--- src/rtl/md_sequencer.sv ---
// Multicycle unsigned multiply/divide sequencer. It borrows the shared al_unit
// for 32 shift-add / restoring-divide iterations and leaves the result in hi/lo.
module md_sequencer #(
  parameter int         WIDTH    = 32,
  parameter logic [3:0] ALUC_ADD = 4'b0000,
  parameter logic [3:0] ALUC_SUB = 4'b0001
) (
  input  logic             clk,
  input  logic             clrn,
  input  logic             start,
  input  logic             op,
  input  logic [WIDTH-1:0] src_a,
  input  logic [WIDTH-1:0] src_b,
  output logic [WIDTH-1:0] md_ra,
  output logic [WIDTH-1:0] md_rb,
  output logic [3:0]       md_aluc,
  input  logic [WIDTH-1:0] alu_result,
  output logic             busy,
  output logic             done,
  output logic             dz,
  output logic [WIDTH-1:0] hi,
  output logic [WIDTH-1:0] lo
);

  localparam int CW = $clog2(WIDTH);

  typedef enum logic [1:0] {IDLE, RUN, DONE} state_t;

  state_t           state;
  logic [CW-1:0]    count;
  logic [WIDTH-1:0] b_reg;
  logic             op_reg;

  logic [WIDTH-1:0] sh;
  logic [WIDTH-1:0] mul_sum;
  logic             mul_c;
  logic             div_ge;

  // Partial remainder shifted left by one; its lost top bit forces a subtract.
  always_comb begin
    sh      = {hi[WIDTH-2:0], lo[WIDTH-1]};
    mul_sum = lo[0] ? alu_result : hi;
    mul_c   = lo[0] & (alu_result < hi);
    div_ge  = hi[WIDTH-1] | (alu_result < sh);
  end

  always_comb begin
    md_ra   = '0;
    md_rb   = '0;
    md_aluc = ALUC_ADD;
    if (state == RUN) begin
      md_rb = b_reg;
      if (op_reg) begin
        md_ra   = sh;
        md_aluc = ALUC_SUB;
      end else begin
        md_ra = hi;
      end
    end
  end

  always_ff @(posedge clk or negedge clrn) begin
    if (!clrn) begin
      state  <= IDLE;
      count  <= '0;
      hi     <= '0;
      lo     <= '0;
      b_reg  <= '0;
      op_reg <= 1'b0;
      dz     <= 1'b0;
      done   <= 1'b0;
      busy   <= 1'b0;
    end else begin
      done <= 1'b0;
      case (state)
        IDLE: begin
          if (start) begin
            op_reg <= op;
            dz     <= 1'b0;
            busy   <= 1'b1;
            if (!op) begin
              hi    <= '0;
              lo    <= src_b;
              b_reg <= src_a;
              count <= CW'(WIDTH - 1);
              state <= RUN;
            end else if (src_b != '0) begin
              hi    <= '0;
              lo    <= src_a;
              b_reg <= src_b;
              count <= CW'(WIDTH - 1);
              state <= RUN;
            end else begin
              hi    <= src_a;
              lo    <= '1;
              b_reg <= src_b;
              dz    <= 1'b1;
              done  <= 1'b1;
              state <= DONE;
            end
          end
        end
        RUN: begin
          count <= count - 1'b1;
          if (op_reg) begin
            hi <= div_ge ? alu_result : sh;
            lo <= {lo[WIDTH-2:0], div_ge};
          end else begin
            hi <= {mul_c, mul_sum[WIDTH-1:1]};
            lo <= {mul_sum[0], lo[WIDTH-1:1]};
          end
          if (count == '0) begin
            done  <= 1'b1;
            state <= DONE;
          end
        end
        DONE: begin
          busy  <= 1'b0;
          state <= IDLE;
        end
        default: state <= IDLE;
      endcase
    end
  end

endmodule

--- config.mk ---
export PLATFORM = sky130hd
export DESIGN_NAME = md_sequencer
export DESIGN_NICKNAME = d
export VERILOG_FILES = /design/src/rtl/md_sequencer.sv
export SDC_FILE = /design/constraint.sdc
export NUM_CORES = 1
export LEC_CHECK = 0
export BUFFER_PORTS_ARGS = -buffer_cell sky130_fd_sc_hd__buf_2
export CAP_MARGIN = 0
export CORE_MARGIN = 5
export CORE_UTILIZATION = 30
export DETAILED_ROUTE_END_ITERATION = 10
export GPL_TIMING_DRIVEN = 0
export PLACE_DENSITY = 0.47
export RECOVER_POWER = 100
export SLEW_MARGIN = 15
export SYNTH_ARGS = -nofsm -noshare
export SYNTH_HDL_FRONTEND = slang
export SYNTH_SLANG_ARGS = --single-unit
--- constraint.sdc ---
create_clock -name clk -period 5.3 [get_ports clk]
set_input_delay 1.06 -clock clk [delete_from_list [all_inputs] [get_ports clk]]
set_output_delay 1.06 -clock clk [all_outputs]
set_load 0.01 [all_outputs]
==> metrics.md, run 1 <==
| Metric | Value |
|---|---|
| Required time of the worst setup path | `4.24 ns` |
| Cell internal power dissipation | `around 3.3 mW` |
| Remaining routing DRC violations | `0` |
| HPWL reported at the end of detailed placement | `around 29000 um` |
| Total global routing overflow | `0` |
| Die H | `184 um` |
| Clock Pin Slew Worst Setup and Hold Paths | `0.09 ns` |
| Final Power | `~6.6 mW` |
| Final worst-path cycle share | `between 80% and 90%` |
| Hold Buf Count CTS | `0` |
| Met2 GRT Util | `between 30 and 40%` |
| First-pass GRT wire length | `56500 um` |
| Final setup skew | `0.0164 ns` |
| Post-Syn Area per Cell | `8.62 um2` |
| Area of the placeable core | `just under 30000 um2` |
| Static power due to leakage | `roughly 5 nW` |
| Final setup violation count | `0` |
| Routed Wire Length | `36900 um` |
| Actual slew at the worst max-slew pin | `between 2 and 3 ns` |
| Sort of element at the start of the critical path | `register` |
| Violations in the final reports | `capacitance limit, slew limit` |
| Worst hold path class | `register to register` |
| Layer with the highest usage | `met2` |
| Number of distinct library cells after synthesis | `48` |
| Number of antenna violations at the first check in global routing | `5` |
| Buffer type at the clock tree root | `sky130_fd_sc_hd__clkbuf_16` |
| Number of non-filler instances in the completed layout | `1700` |
| Initial DRC Count | `about 580` |
| Number of routed nets with antenna violations | `0` |
| Total global routing track utilization | `between 20% and 30%` |
| Count of final max-slew check failures | `45` |
| Slowest CP cell | `sky130_fd_sc_hd__clkbuf_1` |
| Floorplan row count | `63` |
| Post-CTS Setup Inserts | `0` |
| Cells along the critical path | `clkbuf_1 > clkbuf_1 > clkbuf_1 > clkbuf_1 > mux2i_1 > nor2_1 > clkbuf_1` |
| WL/cell | `between 20 and 25 um` |
| Yosys warning total | `0` |
| Post-synthesis sequential area ratio | `29.4%` |
| Most Frequent Cell on Critical Path | `sky130_fd_sc_hd__clkbuf_1` |
| CTS tree | `done` |
| Status | `finished with violations` |
| Detailed-routing iteration count for the pre-antenna-repair pass | `5` |
| RSZ-0062 raised after global routing | `no` |
| Number of global-route vias before repair | `between 9000 and 10000` |
| Clock H-tree levels | `3` |
| Total clock buffers created by CTS | `9` |
| Number of clock sinks | `between 100 and 150` |
| Synth-to-Final Area Change | `19.8%` |
| Most frequent cells in the layout | `sky130_fd_sc_hd__clkbuf_1 (176), sky130_fd_sc_hd__buf_2 (123), sky130_fd_sc_hd__nor2_1 (111)` |
| Count of flip-flops with a built-in enable after synthesis | `0` |
| I/O pin cnt | `about 240` |
| Total cell area at the placement stage | `about 11000 um2` |
| Comb pwr share | `between 60% and 70%` |
| Cell count after placement | `between 1500 and 2000` |
| Number of max-capacitance violations reported | `1` |
| Part of the power in the clock network | `11.2%` |
| Net Switching | `~3.3 mW` |
| Effective utilization at floorplan | `30.6%` |
| Worst slew slack as a fraction of its limit | `-79.8%` |
| Grt met3 use | `roughly 3.5%` |
| Crit Path Category | `register to output pin` |
| Areal power density over the cells | `approximately 600 nW/um2` |
| Final estimated routing congestion in global placement | `0.858` |
| Width of the die | `184 um` |
| Total non-filler cell area in the finished layout | `~11000 um2` |
| Routed vias/inst | `around 5.3` |
| Clock latency at the later pin of the worst-skew pair | `between 0.3 and 0.4 ns` |
| Setup Total Neg Slack | `0 ns` |
| Power share of the sequential group | `about 26%` |
| Share of flip-flops with an asynchronous set or reset after synthesis | `between 90% and 100%` |
| Cell area after synthesis | `approximately 9000 um2` |
| FF+latch count, synth | `approximately 110` |
| Met1 usage in global routing | `30.7%` |
| Post-layout nets | `1465` |
| Post-synthesis instance total | `roughly 1100` |
| Pin count of the biggest net entering global routing | `64` |
| # port buffers | `230` |
| Clock buffer depth | `2` |
| Most common cell after layout, fill and taps aside | `sky130_fd_sc_hd__clkbuf_1` |
| Post-CTS sizing | `0` |
| Highest net fanout along the worst path | `10` |
| Maximum ir drop on the vdd rail | `0.204 mV` |
| Net switching share of the total power | `49.9%` |
| FMAX | `roughly 0.21 GHz` |
| Longest individual stage delay on the worst path | `~0.74 ns` |
| DIE AREA | `34000 um2` |
| Via Count | `about 9000` |
| Flip-flop cell with the highest count after synthesis | `sky130_fd_sc_hd__dfrtp_1` |
| Share of post-route cells with drive strength above 1 | `between 15 and 20%` |
| Worst Path Arrival | `3.66 ns` |
| Final count of hold timing violations | `0` |
| Final worst path period need | `between 4 and 5 ns` |
| Kind of end point of the critical path | `output pin` |
## layout make-up
| class | instances | area, um2 |
|---|---|---|
| Sequential cell | 107 | 2680 |
| Multi-Input combinational cell | 835 | 5940 |
| Clock inverter | 7 | 82.6 |
| Fill cell | 3260 | 18900 |
| Timing Repair Buffer | 231 | 1040 |
| Inverter | 37 | 139 |
| Clock buffer | 9 | 225 |
| Tap cell | 390 | 488 |
| Buffer | 81 | 324 |
| Antenna cell | 3 | 7.51 |
## synthesized netlist by cell type, drive strengths merged, types with 2 or more instances
cell type | count | area [um2]
nor2 | 111 | 435
dfrtp | 107 | 2680
nand2 | 102 | 383
mux2i | 98 | 981
o21ai | 72 | 360
ha | 63 | 788
mux2 | 62 | 698
nor3b | 62 | 465
clkbuf | 58 | 218
a21oi | 52 | 264
inv | 37 | 139
and2 | 33 | 206
a211o | 32 | 280
a22o | 32 | 312
o22ai | 32 | 200
buf | 23 | 126
a21o | 22 | 165
nand4 | 13 | 81.3
nor4 | 8 | 50.1
a211oi | 4 | 30.0
nand2b | 4 | 25.0
a2111oi | 3 | 26.3
nand3 | 3 | 15.0
nor2b | 3 | 18.8
a221oi | 2 | 17.5
and4 | 2 | 17.5
nor3 | 2 | 10.0
o211ai | 2 | 15.0
or3 | 2 | 12.5
or4 | 2 | 18.8
## per-stage QoR
| step | util, % | hold WS, ns | worst slack [ns] |
|---|---|---|---|
| 6_report | 36.7 | 0.482 | 0.576 |
| 5_1_grt | 36.6 | 0.510 | 0.340 |
| 4_1_cts | 37.3 | 0.485 | 0.561 |
| 3_5_place_dp | 36.2 | 0.464 | 0.985 |
| 3_3_place_gp | 36.1 | 0.456 | 1.03 |
| 2_1_floorplan | - | 0.442 | 2.18 |
## path summary, 6_finish.rpt
kind	start	to	slack, ns	cells past startpoint
max	op_reg$_DFFE_PN0P_	md_ra[30]	0.58	7
min	b_reg[21]$_DFFE_PN0P_	b_reg[21]$_DFFE_PN0P_	0.48	2
max reg2reg	hi[0]$_DFFE_PN0P_	hi[14]$_DFFE_PN0P_	1.42	11
min reg2reg	b_reg[21]$_DFFE_PN0P_	b_reg[21]$_DFFE_PN0P_	0.48	2
max in group asynchronous	clrn	hi[13]$_DFFE_PN0P_	2.22	1
min in group asynchronous	clrn	lo[25]$_DFFE_PN0P_	1.52	1
## critical path, delay by kind of cell (launching register included)
family | cells | cell delay [ns]
multiplexers | 1 | 0.28
buffers and inverters | 5 | 2.62
AND/OR/NAND/NOR | 1 | 0.05
flip-flops | 1 | 0.33
## routing by layer
metal / vias up / routed length [um] / share of wire [%]
met5: - / 48 / 0.13
met4: 8 / 856 / 2.3
met3: 35 / 1870 / 5.1
met2: 282 / 16500 / 45
met1: 4386 / 17600 / 48
li1: 4303 / - / -
## kinds of logic after synthesis
kind of cell / count (synthesis) / share of synthesized area [%]
mux: 160 / 18.4
flops: 107 / 29.4
compound gates: 258 / 18.8
xor+xnor: 1 / 0.0961
buf+inv: 118 / 5.30
other cells: 1 / 0.0411
simple gates: 350 / 19.4
fa+ha+maj: 63 / 8.65
## power by group through the flow
stage	registers [mW]	logic, mW	clock network [mW]
after global placement	1.72	4.29	0
after CTS	1.71	4.35	0.764
final	1.72	4.17	0.741
after global routing	1.79	4.68	0.786
after detailed placement	1.72	4.33	0
after floorplan	1.67	2.76	0
Note: power is estimated with default switching activity, not from simulation.
==> run 2, diff against run 1 <==
CELL_PAD_IN_SITES_DETAIL_PLACEMENT = 0   (was unset)
CELL_PAD_IN_SITES_GLOBAL_PLACEMENT = 1   (was unset)
PLACE_DENSITY = 0.61   (was 0.47)
==> run 2 against run 1 <==
The run still ends with capacitance limit, slew limit left. Count of clock-buffer cells in the layout unchanged. Global-route usage about the same. Sequential share of layout area is the same. Register-to-register slack improved by 0.06 ns. Total power increased by 0.23%. Clock power about the same. Cell area did not move.
==> metrics.md, run 2 (synthesis gave the netlist of run 1 again) <==
| Metric | Value |
|---|---|
| Highest net fanout along the worst path | `10 (unchanged)` |
| Crit Path Category | `register to output pin` |
| Final setup violation count | `0 (unchanged)` |
| Met1 usage in global routing | `30.2% (-0.49 points)` |
| Comb pwr share | `63.0% (about the same)` |
| Final worst path period need | `4.74 ns (+0.0124 ns)` |
| Static power due to leakage | `5.01 nW (about the same)` |
| Net switching share of the total power | `50.0% (+0.11 points)` |
| CTS tree | `done` |
| Most common cell after layout, fill and taps aside | `sky130_fd_sc_hd__clkbuf_1` |
| Min setup slack post-route | `0.563 ns (-0.0124 ns)` |
| Power share of the sequential group | `25.9% (about the same)` |
| Worst hold path class | `register to register` |
| Net Switching | `3.32 mW (+0.46%)` |
| Die H | `184 um (unchanged)` |
| Via Count | `8970 (-0.49%)` |
| Area of the placeable core | `29800 um2 (unchanged)` |
| Clock latency at the later pin of the worst-skew pair | `0.37 ns (about the same)` |
| Number of antenna violations at the first check in global routing | `5 (unchanged)` |
| Clock H-tree levels | `3 (unchanged)` |
| Number of max-capacitance violations reported | `1 (unchanged)` |
| Remaining routing DRC violations | `0 (unchanged)` |
| Detailed-routing iteration count for the pre-antenna-repair pass | `6 (+1)` |
| Post-CTS Setup Inserts | `0 (unchanged)` |
| Layer with the highest usage | `met2` |
| Worst slew slack as a fraction of its limit | `-76.2% (+3.6 points)` |
| Most Frequent Cell on Critical Path | `sky130_fd_sc_hd__clkbuf_1` |
| Buffer type at the clock tree root | `sky130_fd_sc_hd__clkbuf_16` |
| Total global routing track utilization | `21.4% (about the same)` |
| Share of post-route cells with drive strength above 1 | `18.0% (+0.15 points)` |
| FMAX | `0.211 GHz (-0.26%)` |
| Number of routed nets with antenna violations | `0 (unchanged)` |
| Areal power density over the cells | `608 nW/um2 (+0.23%)` |
| HPWL reported at the end of detailed placement | `29300 um (+0.27%)` |
| I/O pin cnt | `235 (unchanged)` |
| Width of the die | `184 um (unchanged)` |
| Hold Buf Count CTS | `0 (unchanged)` |
| Kind of end point of the critical path | `output pin` |
| Maximum ir drop on the vdd rail | `0.202 mV (-0.78%)` |
| Filler Cell Count | `3200 (-1.8%)` |
| Count of final max-slew check failures | `42 (-6.7%)` |
| Effective utilization at floorplan | `30.6% (unchanged)` |
| Clock buffer depth | `2 (unchanged)` |
| DIE AREA | `34000 um2 (unchanged)` |
| WL/cell | `22.0 um (+1.4%)` |
| Cell internal power dissipation | `3.33 mW (about the same)` |
| Number of clock sinks | `107 (unchanged)` |
| Initial DRC Count | `587 (+0.69%)` |
| Violations in the final reports | `capacitance limit, slew limit` |
| Grt met3 use | `3.57% (+0.059 points)` |
| Final count of hold timing violations | `0 (unchanged)` |
| Number of global-route vias before repair | `9085 (-1.1%)` |
| Final worst-path cycle share | `89.4% (+0.23 points)` |
| Most frequent cells in the layout | `sky130_fd_sc_hd__clkbuf_1 (177), sky130_fd_sc_hd__buf_2 (124), sky130_fd_sc_hd__nor2_1 (110)` |
| Part of the power in the clock network | `11.1% (about the same)` |
| # port buffers | `230 (unchanged)` |
| Number of buffers and inverters on the critical path | `5 (unchanged)` |
| Routed Wire Length | `37400 um (+1.3%)` |
| Total clock buffers created by CTS | `9 (unchanged)` |
| Met2 GRT Util | `34.3% (+0.88 points)` |
| Post-layout nets | `1465 (unchanged)` |
| Setup Total Neg Slack | `0 ns (unchanged)` |
| First-pass GRT wire length | `56200 um (-0.49%)` |
| Synth-to-Final Area Change | `19.8% (unchanged)` |
| Routed vias/inst | `5.28 (-0.37%)` |
| Longest individual stage delay on the worst path | `0.77 ns (+0.03 ns)` |
| Required time of the worst setup path | `4.24 ns (about the same)` |
| Minimum setup slack after placement | `1.08 ns (+0.0975 ns)` |
| Post-CTS sizing | `0 (unchanged)` |
| Slowest CP cell | `sky130_fd_sc_hd__clkbuf_1` |
| Total global routing overflow | `0 (unchanged)` |
| Cell family with most CP delay | `buffers and inverters` |
| Final setup skew | `0.0130 ns (-0.00337 ns)` |
| Pin count of the biggest net entering global routing | `67 (+4.7%)` |
| Final estimated routing congestion in global placement | `0.843 (-1.8%)` |
| Worst Path Arrival | `3.68 ns (+0.02 ns)` |
| Actual slew at the worst max-slew pin | `2.64 ns (-0.0540 ns)` |
| Status | `finished with violations` |
| Clock Pin Slew Worst Setup and Hold Paths | `0.10 ns (about the same)` |
| Cells along the critical path | `clkbuf_1 > clkbuf_1 > clkbuf_1 > clkbuf_1 > mux2i_1 > nor2_1 > buf_2` |
| Floorplan row count | `63 (unchanged)` |
| RSZ-0062 raised after global routing | `no` |
| Sort of element at the start of the critical path | `register` |
run 2: cell count changes in the layout (fill, tap and decap cells not counted), moves of 2 or more:
cell	change
sky130_fd_sc_hd__and2_0	+2
sky130_fd_sc_hd__diode_2	-2
sky130_fd_sc_hd__and2_1	-2
sky130_fd_sc_hd__buf_1	-2
run 2: routing by layer:
| metal | part of all wire [%] | routed length [um] | vias up |
|---|---|---|---|
| li1 | - | - | 4295 |
| met1 | 47 | 17700 | 4358 |
| met2 | 45 | 16800 | 268 |
| met3 | 5.6 | 2090 | 41 |
| met4 | 2.0 | 744 | 8 |
| met5 | 0.13 | 48 | - |
run 2: worst reg2reg max path, cell delays in order (launching register included):
cell,delay (ns)
sky130_fd_sc_hd__dfrtp_1,0.53
sky130_fd_sc_hd__inv_1,0.10
sky130_fd_sc_hd__ha_1,0.20
sky130_fd_sc_hd__nand2b_1,0.15
sky130_fd_sc_hd__o221ai_1,0.18
sky130_fd_sc_hd__a21oi_1,0.09
sky130_fd_sc_hd__a2111oi_0,0.44
sky130_fd_sc_hd__o21ai_0,0.27
sky130_fd_sc_hd__a21oi_1,0.63
sky130_fd_sc_hd__clkbuf_1,0.63
sky130_fd_sc_hd__mux2_2,0.41
sky130_fd_sc_hd__nor2_1,0.12
run 2: path summary, 6_finish.rpt:
check	start	to	slack [ns]	depth (start not counted)
max	op_reg$_DFFE_PN0P_	md_ra[28]	0.56	7
min	b_reg[31]$_DFFE_PN0P_	b_reg[31]$_DFFE_PN0P_	0.48	2
max reg2reg	hi[0]$_DFFE_PN0P_	hi[15]$_DFFE_PN0P_	1.48	11
min reg2reg	b_reg[31]$_DFFE_PN0P_	b_reg[31]$_DFFE_PN0P_	0.48	2
max in group asynchronous	clrn	b_reg[13]$_DFFE_PN0P_	2.26	1
min in group asynchronous	clrn	lo[23]$_DFFE_PN0P_	1.49	1
run 2: per-stage QoR:
stage                     area, um2  hold WS, ns  total power [mW]  std cells  util, %
after floorplan                9130        0.442              4.43       1060        -
after global placement        10800        0.454              6.02       1680     36.1
after detailed placement      10800        0.463              6.06       1681     36.2
after CTS                     11100        0.482              6.83       1697     37.3
after global routing          10900        0.507              7.25       1697     36.7
final                         10900        0.482              6.65       1698     36.7
run 2: layout make-up:
type,instances,area [um2],share of cell area (%)
Tap cell,390,488,4.47
Buffer,81,323,2.95
Inverter,37,139,1.27
Timing Repair Buffer,231,1050,9.57
Sequential cell,107,2680,24.5
Multi-Input combinational cell,835,5940,54.4
Clock buffer,9,225,2.06
Clock inverter,7,82.6,0.756
Antenna cell,1,2.50,0.0229
run 2: power by group through the flow:
stage               Sequential [mW]  Combinational (mW)  Clock (mW)
global placement               1.72                4.30           0
floorplan                      1.67                2.76           0
global route                   1.79                4.67       0.784
detailed placement             1.72                4.33           0
finish                         1.72                4.19       0.740
CTS                            1.71                4.36       0.761
